File: src/rtl/traffic_light_monitor.sv
// Purpose: passive R/G/Y lamp checker; decodes phase, measures phase length, flags protocol violations.
// Latency: lamp change -> smp after 1 edge -> phase/dur/err after 2 edges; err_cnt follows err by one more edge.
// Backpressure: none; purely observes the lamp lines every cycle and never stalls or drives them.
// Build option: define MON_DURATION_CHECK_EN to include the too-short (3) and too-long (4) checks.
module traffic_light_monitor #(
  parameter int unsigned CNT_W     = 8,
  parameter int unsigned R_MIN     = 10,
  parameter int unsigned G_MIN     = 10,
  parameter int unsigned Y_MIN     = 3,
  parameter int unsigned PHASE_MAX = 200
) (
  input  logic             clk,
  input  logic             rst,
  input  logic             R,
  input  logic             G,
  input  logic             Y,
  input  logic             err_clr,
  output logic [1:0]       phase,
  output logic [CNT_W-1:0] dur,
  output logic             dur_valid,
  output logic             err,
  output logic [2:0]       err_code,
  output logic [7:0]       err_cnt
);

  // Encoding doubles as the phase output code.
  typedef enum logic [1:0] {
    ST_IDLE   = 2'b00,
    ST_RED    = 2'b01,
    ST_GREEN  = 2'b10,
    ST_YELLOW = 2'b11
  } state_t;

  localparam logic [2:0] CODE_MULTI = 3'd1;
  localparam logic [2:0] CODE_ORDER = 3'd2;
  localparam logic [2:0] CODE_DARK  = 3'd5;

  localparam logic [CNT_W-1:0] CNT_ONE = CNT_W'(1);
  localparam logic [CNT_W-1:0] CNT_SAT = {CNT_W{1'b1}};

  // smp is {R,G,Y}; smp_prv is the sample one cycle older.
  logic [2:0]       smp;
  logic [2:0]       smp_prv;
  state_t           state;
  state_t           state_nxt;
  logic [CNT_W-1:0] cnt;
  logic [CNT_W-1:0] cnt_nxt;
  logic [CNT_W-1:0] cnt_inc;
  logic             first_phase;
  logic             first_phase_nxt;
  logic [CNT_W-1:0] dur_nxt;
  logic             dur_vld_nxt;
  logic             err_nxt;
  logic [2:0]       err_code_nxt;

  logic             smp_multi;
  logic             prv_multi;
  logic             smp_dark;
  state_t           smp_state;

  // Lamp pattern -> phase it denotes; anything not one-hot maps to idle.
  function automatic state_t lamp_state(input logic [2:0] s);
    case (s)
      3'b100:  lamp_state = ST_RED;
      3'b010:  lamp_state = ST_GREEN;
      3'b001:  lamp_state = ST_YELLOW;
      default: lamp_state = ST_IDLE;
    endcase
  endfunction

  // Phase that legally follows the given one.
  function automatic state_t succ_state(input state_t s);
    case (s)
      ST_RED:    succ_state = ST_GREEN;
      ST_GREEN:  succ_state = ST_YELLOW;
      ST_YELLOW: succ_state = ST_RED;
      default:   succ_state = ST_IDLE;
    endcase
  endfunction

`ifdef MON_DURATION_CHECK_EN
  localparam logic [CNT_W-1:0] CNT_MAX    = CNT_W'(PHASE_MAX);
  localparam logic [2:0]       CODE_SHORT = 3'd3;
  localparam logic [2:0]       CODE_LONG  = 3'd4;

  // Minimum legal length of the phase that is ending.
  function automatic logic [CNT_W-1:0] min_len(input state_t s);
    case (s)
      ST_RED:    min_len = CNT_W'(R_MIN);
      ST_GREEN:  min_len = CNT_W'(G_MIN);
      ST_YELLOW: min_len = CNT_W'(Y_MIN);
      default:   min_len = '0;
    endcase
  endfunction
`else
  // Duration limits and the first-phase exemption only matter to the duration checks.
  logic [31:0] unused_cfg;
  assign unused_cfg = (R_MIN ^ G_MIN ^ Y_MIN ^ PHASE_MAX) ^ {31'd0, first_phase};
`endif

  assign smp_multi = (smp[0] & smp[1]) | (smp[0] & smp[2]) | (smp[1] & smp[2]);
  assign prv_multi = (smp_prv[0] & smp_prv[1]) | (smp_prv[0] & smp_prv[2]) | (smp_prv[1] & smp_prv[2]);
  assign smp_dark  = (smp == 3'b000);
  assign smp_state = lamp_state(smp);
  assign cnt_inc   = (cnt == CNT_SAT) ? cnt : cnt + CNT_ONE;
  assign phase     = state;

  // Register the raw lamp lines and keep one older sample for multi-hot edge detection.
  always_ff @(posedge clk or negedge rst) begin
    if (!rst) begin
      smp     <= 3'b000;
      smp_prv <= 3'b000;
    end else begin
      smp     <= {R, G, Y};
      smp_prv <= smp;
    end
  end

  // Next state, phase counter and violation decode; mutually exclusive branches give the priority order.
  always_comb begin
    state_nxt       = state;
    cnt_nxt         = cnt;
    first_phase_nxt = first_phase;
    dur_nxt         = dur;
    dur_vld_nxt     = 1'b0;
    err_nxt         = 1'b0;
    err_code_nxt    = err_code;

    if (state == ST_IDLE) begin
      cnt_nxt = '0;
      if (smp_multi) begin
        if (!prv_multi) begin
          err_nxt      = 1'b1;
          err_code_nxt = CODE_MULTI;
        end
      end else if (!smp_dark) begin
        // Any one-hot pattern starts a phase; its length may be partial, so it is exempt from the minimum.
        state_nxt       = smp_state;
        cnt_nxt         = CNT_ONE;
        first_phase_nxt = 1'b1;
      end
    end else if (smp_multi) begin
      dur_nxt     = cnt;
      dur_vld_nxt = 1'b1;
      state_nxt   = ST_IDLE;
      cnt_nxt     = '0;
      if (!prv_multi) begin
        err_nxt      = 1'b1;
        err_code_nxt = CODE_MULTI;
      end
    end else if (smp_dark) begin
      dur_nxt      = cnt;
      dur_vld_nxt  = 1'b1;
      state_nxt    = ST_IDLE;
      cnt_nxt      = '0;
      err_nxt      = 1'b1;
      err_code_nxt = CODE_DARK;
    end else if (smp_state == state) begin
      cnt_nxt = cnt_inc;
`ifdef MON_DURATION_CHECK_EN
      // cnt only passes through PHASE_MAX once per phase, so this fires once.
      if (cnt == CNT_MAX) begin
        err_nxt      = 1'b1;
        err_code_nxt = CODE_LONG;
      end
`endif
    end else begin
      // Change to a different one-hot lamp: the ended phase is always reported.
      dur_nxt     = cnt;
      dur_vld_nxt = 1'b1;
      if (smp_state != succ_state(state)) begin
        // Back to idle; idle picks the offending lamp up as a fresh phase next cycle.
        state_nxt    = ST_IDLE;
        cnt_nxt      = '0;
        err_nxt      = 1'b1;
        err_code_nxt = CODE_ORDER;
      end
`ifdef MON_DURATION_CHECK_EN
      else if (!first_phase && (cnt < min_len(state))) begin
        state_nxt    = ST_IDLE;
        cnt_nxt      = '0;
        err_nxt      = 1'b1;
        err_code_nxt = CODE_SHORT;
      end
`endif
      else begin
        state_nxt       = smp_state;
        cnt_nxt         = CNT_ONE;
        first_phase_nxt = 1'b0;
      end
    end
  end

  // FSM state, counter and the registered report outputs.
  always_ff @(posedge clk or negedge rst) begin
    if (!rst) begin
      state       <= ST_IDLE;
      cnt         <= '0;
      first_phase <= 1'b0;
      dur         <= '0;
      dur_valid   <= 1'b0;
      err         <= 1'b0;
      err_code    <= 3'd0;
    end else begin
      state       <= state_nxt;
      cnt         <= cnt_nxt;
      first_phase <= first_phase_nxt;
      dur         <= dur_nxt;
      dur_valid   <= dur_vld_nxt;
      err         <= err_nxt;
      err_code    <= err_code_nxt;
    end
  end

  // Count visible err pulses; a clear coinciding with a pulse keeps that pulse.
  always_ff @(posedge clk or negedge rst) begin
    if (!rst) begin
      err_cnt <= 8'd0;
    end else if (err_clr) begin
      err_cnt <= {7'd0, err};
    end else if (err && (err_cnt != 8'hFF)) begin
      err_cnt <= err_cnt + 8'd1;
    end
  end

endmodule
File: config.mk
export PLATFORM = sky130hd
export DESIGN_NAME = traffic_light_monitor
export DESIGN_NICKNAME = d
export VERILOG_FILES = /design/src/rtl/traffic_light_monitor.sv
export SDC_FILE = /design/constraint.sdc
export NUM_CORES = 1
export LEC_CHECK = 0
export ABC_AREA = 1
export CAP_MARGIN = 20
export CORE_AREA = 4 4 70 72
export CTS_CLUSTER_DIAMETER = 120
export DETAILED_ROUTE_END_ITERATION = 7
export DIE_AREA = 0 0 74 76
export HOLD_SLACK_MARGIN = 0.15
export PLACE_DENSITY_LB_ADDON = 0.05
export SYNTH_ARGS = -nofsm -noshare
export SYNTH_HDL_FRONTEND = slang
export SYNTH_SLANG_ARGS = --single-unit
export TNS_END_PERCENT = 30
File: constraint.sdc
create_clock -name clk -period 3.2 [get_ports clk]
set_input_delay 0.48 -clock clk [delete_from_list [all_inputs] [get_ports clk]]
set_output_delay 0.48 -clock clk [all_outputs]
set_load 0.03 [all_outputs]
== Word level (Yosys, flattened, before mapping) ==
Index checks and enable logic that the tools add are counted.

* Register bits after elaboration: 37
* Bits of input ports: 6
* Output and inout port bits: 23
* Word-level logic and storage cells: 90

* $add $sub $neg: 2
* Eq/ne operators: 16
* Multiplexer cells: 44
* Bitwise gates (word level): 11
* Reduce and logical (&&, ||, !) cells: 8

{| class="wikitable"
|+ Operator list
! kind !! count
|-
| $mux W8 || 10
|-
| $mux W2 || 11
|-
| $mux W3 || 7
|-
| $add A8 B1 Y8 const B || 2
|-
| $mux W1 || 14
|-
| $pmux W2 S3 || 2
|-
| $eq A8 B8 Y1 const B || 1
|-
| $ne A8 B8 Y1 const B || 1
|-
| $and A1 B1 Y1 || 6
|-
| $ne A2 B2 Y1 const B || 3
|-
| $reduce_and A3 Y1 || 2
|-
| $ne A5 B5 Y1 const B || 1
|-
| $eq A2 B2 Y1 const B || 2
|-
| $ne A4 B4 Y1 const B || 1
|-
| $or A1 B1 Y1 || 4
|-
| $eq A3 B1 Y1 const B || 1
|-
| $eq A3 B2 Y1 const B || 1
|-
| $eq A3 B3 Y1 const B || 1
|-
| $logic_not A3 Y1 || 1
|-
| $ne A3 B3 Y1 const B || 1
|-
| $reduce_bool A3 Y1 || 1
|-
| $eq A2 B1 Y1 const B || 1
|-
| $eq A2 B2 Y1 || 1
|-
| $logic_not A2 Y1 || 1
|-
| 5 further kinds || 5
|}

== Logic depth before layout (Yosys ltp) ==
* Depth in word-level cells: 13
* Gate-level depth with buffers: 12
* Depth with buffers taken out: 12

== Worst setup path before layout ==
No wires, ideal clock.

* Kind: reg2reg
* Start: reg state[0] (netlist: phase[0])
* End: reg err_code[1]
* Setup time: 127 ps
* Arrival: 1534 ps
* Data required time: 3073 ps
* Path slack: 1539 ps
* Stages on the path, launching flop included: 13
* Path buffers: 0
* Period minus slack after synthesis: 1661 ps
* Path through: dfrtp_1 -> inv_1 -> ha_1 -> nor2_1 -> inv_1 -> nand3_1 -> nand2_1 -> nand2_1 -> nand2_1 -> nand2_1 -> nand2_1 -> nand2_1 -> o21ai_0

* Longest elaborated chain between the ends: 9
* Elaborated cells between the ends (all ways): 16
* Classes of those cells: eq/ne: 7; mux: 6; reduce/logical: 3

{| class="wikitable"
|+ Ends and longest elaborated chain
! element !! line !! source
|-
| from (decl) || 44 || <nowiki>state_t state;</nowiki>
|-
| from (signal assigned) || 205 || <nowiki>state <= state_nxt;</nowiki>
|-
| $eq A2 B2 Y1 or $eq A2 B1 Y1 (tied branches) || 73 || <nowiki>case (s)</nowiki>
|-
| $pmux W2 S3 || 73 ||
|-
| $mux W2 || 158 || <nowiki>end else if (smp_state == state) begin</nowiki>
|-
| $mux W2 || 151 || <nowiki>end else if (smp_dark) begin</nowiki>
|-
| $mux W2 || 142 || <nowiki>end else if (smp_multi) begin</nowiki>
|-
| $mux W2 || 129 || <nowiki>if (state == ST_IDLE) begin</nowiki>
|-
| $ne A2 B2 Y1 || 171 || <nowiki>if (smp_state != succ_state(state)) begin</nowiki>
|-
| $reduce_bool A3 Y1 (no source line) || - ||
|-
| $reduce_and A3 Y1 (no source line) || - ||
|-
| to (signal assigned) || 211 || <nowiki>err_code <= err_code_nxt;</nowiki>
|-
| to (decl) || 22 || <nowiki>output logic [2:0] err_code,</nowiki>
|}

Several ways; a longest one is shown, not always the timed one. The select of a mux whose other input is x is not followed.
A chain may end at the register's enable or synchronous reset.

== Worst setup path after layout ==
* Start: reg err_cnt[3]
* End: out err_cnt[3]

{| class="wikitable"
|+ RTL lines
! element !! line !! source
|-
| from (decl) || 23 || <nowiki>output logic [7:0] err_cnt</nowiki>
|-
| from (signal assigned) || 220 || <nowiki>err_cnt <= {7'd0, err};</nowiki>
|-
| from (signal assigned) || 222 || <nowiki>err_cnt <= err_cnt + 8'd1;</nowiki>
|}

No word-level cell between the ends.

==> results.toml <==
[outcome]
status = "completed"

[yosys]
synth-seq-area-share_pct = 49.9
synthDistinctLibCells = 24
netlist_area_um2 = 1860
ys_warn_count = 0
ys_ff_latch = 37
syn_area_per_cell_um2 = 8.07
syn_inst = 230
syn-num-nets = 241

[timing]
hold_viol = 0
rsz0062_at_grt = "no"
skew_ns = 0.00539
fin_crit_sh_pct = 60.2
finalSetupTns_ns = 0
setup_viol = 0
tightest_slew_ns = 0.813
clock.fmax_mhz = 519
relSlewSlack_pct = 45.8
min_period_ns = 1.93
report.final.slew_viol_count = 0

[global_routing]
grt.overflow.total = 0
grt_pass1_vias = 1448
grt_max_degree = 38
grt_antenna_before_repair = 0
track_usage_pct = 14.0
grt_pass1_wl_um = 6270

[critical_path]
cp_data_required_time_ns = 2.72
end_kind = "primary output"
crit_buf_inv = 1
worstPathArrival_ns = 1.45
r2r_cells = 10
crit_path_cell_trace = "clkdlybuf4s50_1"
crit_path_top_delay_cell = "clkdlybuf4s50_1"
rrSetupSlack_ns = 1.47
r2r-start = "cnt[0]"
cp_top_family = "buffers and inverters"
startpoint_type = "flip-flop"
crit_type = "reg2out"
cpPeakStageDelay_ns = 0.71
crit_path_max_fanout = 7
timing.rr.end = "cnt[0]"

[pwr]
ir_worst_vdd_mv = 0.297
p_leak_nw = 1.11
power.density_nw_per_um2 = 649

[route]
wl_per_cell_um = 10.9
viasPerCell = 4.71
wl_um = 3460
via_count = 1494
drtIter0Drc = 73
drt_pass1_iterations = 4
drc_errors = 0
drtAntennaViolNets = 0

[place]
gp_congestion = 0.777
io_buffers = 28
post-dp-hpwl_um = 2580
post_dp_cell_area_um2 = 2180

[die]
coreArea_um2 = 4290
num_rows = 24
initial_core_util_pct = 43.2
ios = 29
die_area_um2 = 5620
dieHeight_um = 76
die_x_um = 74

[worst_hold_path]
hold_path_class = "in2async"

[layout]
antenna_cells = 0
drive_gt1_share_pct = 10.6
nNetsFinal = 275
area_growth_pct = 22.2
postLayoutCellArea_um2 = 2270

[clocking]
cts_tree = "built"
clk_path_buf_depth = 2
cts-root-buf = "clkbuf_8"
cts_setup_buffers = 0
clock_latency_ns = 0.28
cts_resized = 0
cts_hold_buffers = 0
cts_inserted_buffers = 5
cts_sinks = 37
clkTransAtPathRegs_ns = 0.07
cts_max_level = 2

[run]
drv_cap = 0
[logic make-up after synthesis]
group / Yosys count / synth area share, %
buffers and inverters: 36 / 7.69
AND/OR/NAND/NOR: 120 / 29.1
flip-flops: 37 / 49.9
AO/OA/AOI/OAI: 32 / 9.91
adder cells (fa/ha/maj): 5 / 3.37
[report_power, final]
part | switching [W] | internal [W] | total (W)
registers | 0.0000577 | 0.000535 | 0.000593
logic | 0.000366 | 0.000201 | 0.000567
clock network | 0.000161 | 0.000151 | 0.000312
total | 0.000585 | 0.000887 | 0.00147
[layout by cell type, fill, tap and decap left out, types with 2 or more instances in the layout]
cell type        instances
nand3_1                 16
dfrtp_1                 37
nand4_1                  4
nor3_1                   3
o21ai_0                 17
nand2_2                  6
nor2_1                  17
ha_1                     5
o21ai_2                  4
nand2_1                 67
nand2_4                  2
inv_2                    3
clkdlybuf4s50_1         27
clkbuf_8                 5
a21oi_1                  7
clkinv_2                 2
inv_1                   32
[metal layers]
metal / global-route usage (%) / share of wire (%) / vias to the layer above
met3: 4.09 / 5.2 / 6
li1: - / - / 798
met1: 19.3 / 50 / 660
met4: 4.35 / 1.4 / 0
met5: 0 / 0 / -
met2: 20.9 / 43 / 30
[worst max path at each step]
stage	endpoint	slack, ns	from	cells after the start
2_1_floorplan	err_code[1]	1.54	phase[0]	12
3_3_place_gp	dur[1]	1.56	smp[0]	10
3_5_place_dp	cnt[0]	1.50	cnt[0]	10
4_1_cts	err_cnt[3]	1.25	err_cnt[3]	1
5_1_grt	cnt[0]	1.18	cnt[0]	10
6_report	err_cnt[3]	1.27	err_cnt[3]	1
[synth_stat cells (all sizes together)]
cell | instances | share of area (%)
nand2 | 75 | 17
dfrtp | 37 | 50
inv | 35 | 7.1
o21ai | 22 | 6.7
nor2 | 18 | 4.0
nand3 | 17 | 4.9
a21oi | 8 | 2.4
ha | 5 | 3.4
nand4 | 4 | 1.3
nor3 | 4 | 1.3
a31oi | 1 | 0.34
a41oi | 1 | 0.47
buf | 1 | 0.61
nand3b | 1 | 0.40
or2 | 1 | 0.34
[layout make-up]
type                    count  area [um^2]
repair buffers             28          275
fillers                   437         2030
well taps                  52         65.1
clock inverters             2         10.0
flip-flops and latches     37          926
clock buffers               6         72.6
inverters                  35          131
multi-input cells         157          787
[per-stage QoR]
stage	cells	total power, W	setup WS [ns]	hold WS [ns]	util (%)
after detailed placement	309	0.00118	1.50	0.434	50.9
after global placement	309	0.00118	1.56	0.426	50.9
after CTS	317	0.00150	1.25	0.319	52.8
after global routing	317	0.00159	1.18	0.360	52.8
final	317	0.00147	1.27	0.284	52.8
after floorplan	230	0.000994	1.54	0.184	-
[sequential cells by signal, summed over array words and instances, names as in the netlist]
name	flops
cnt	8
dur	8
err_cnt	8
err_code	3
smp	3
smp_prv	3
phase	2
dur_valid	1
err	1
No activity file was read; power rests on OpenSTA's default activity.
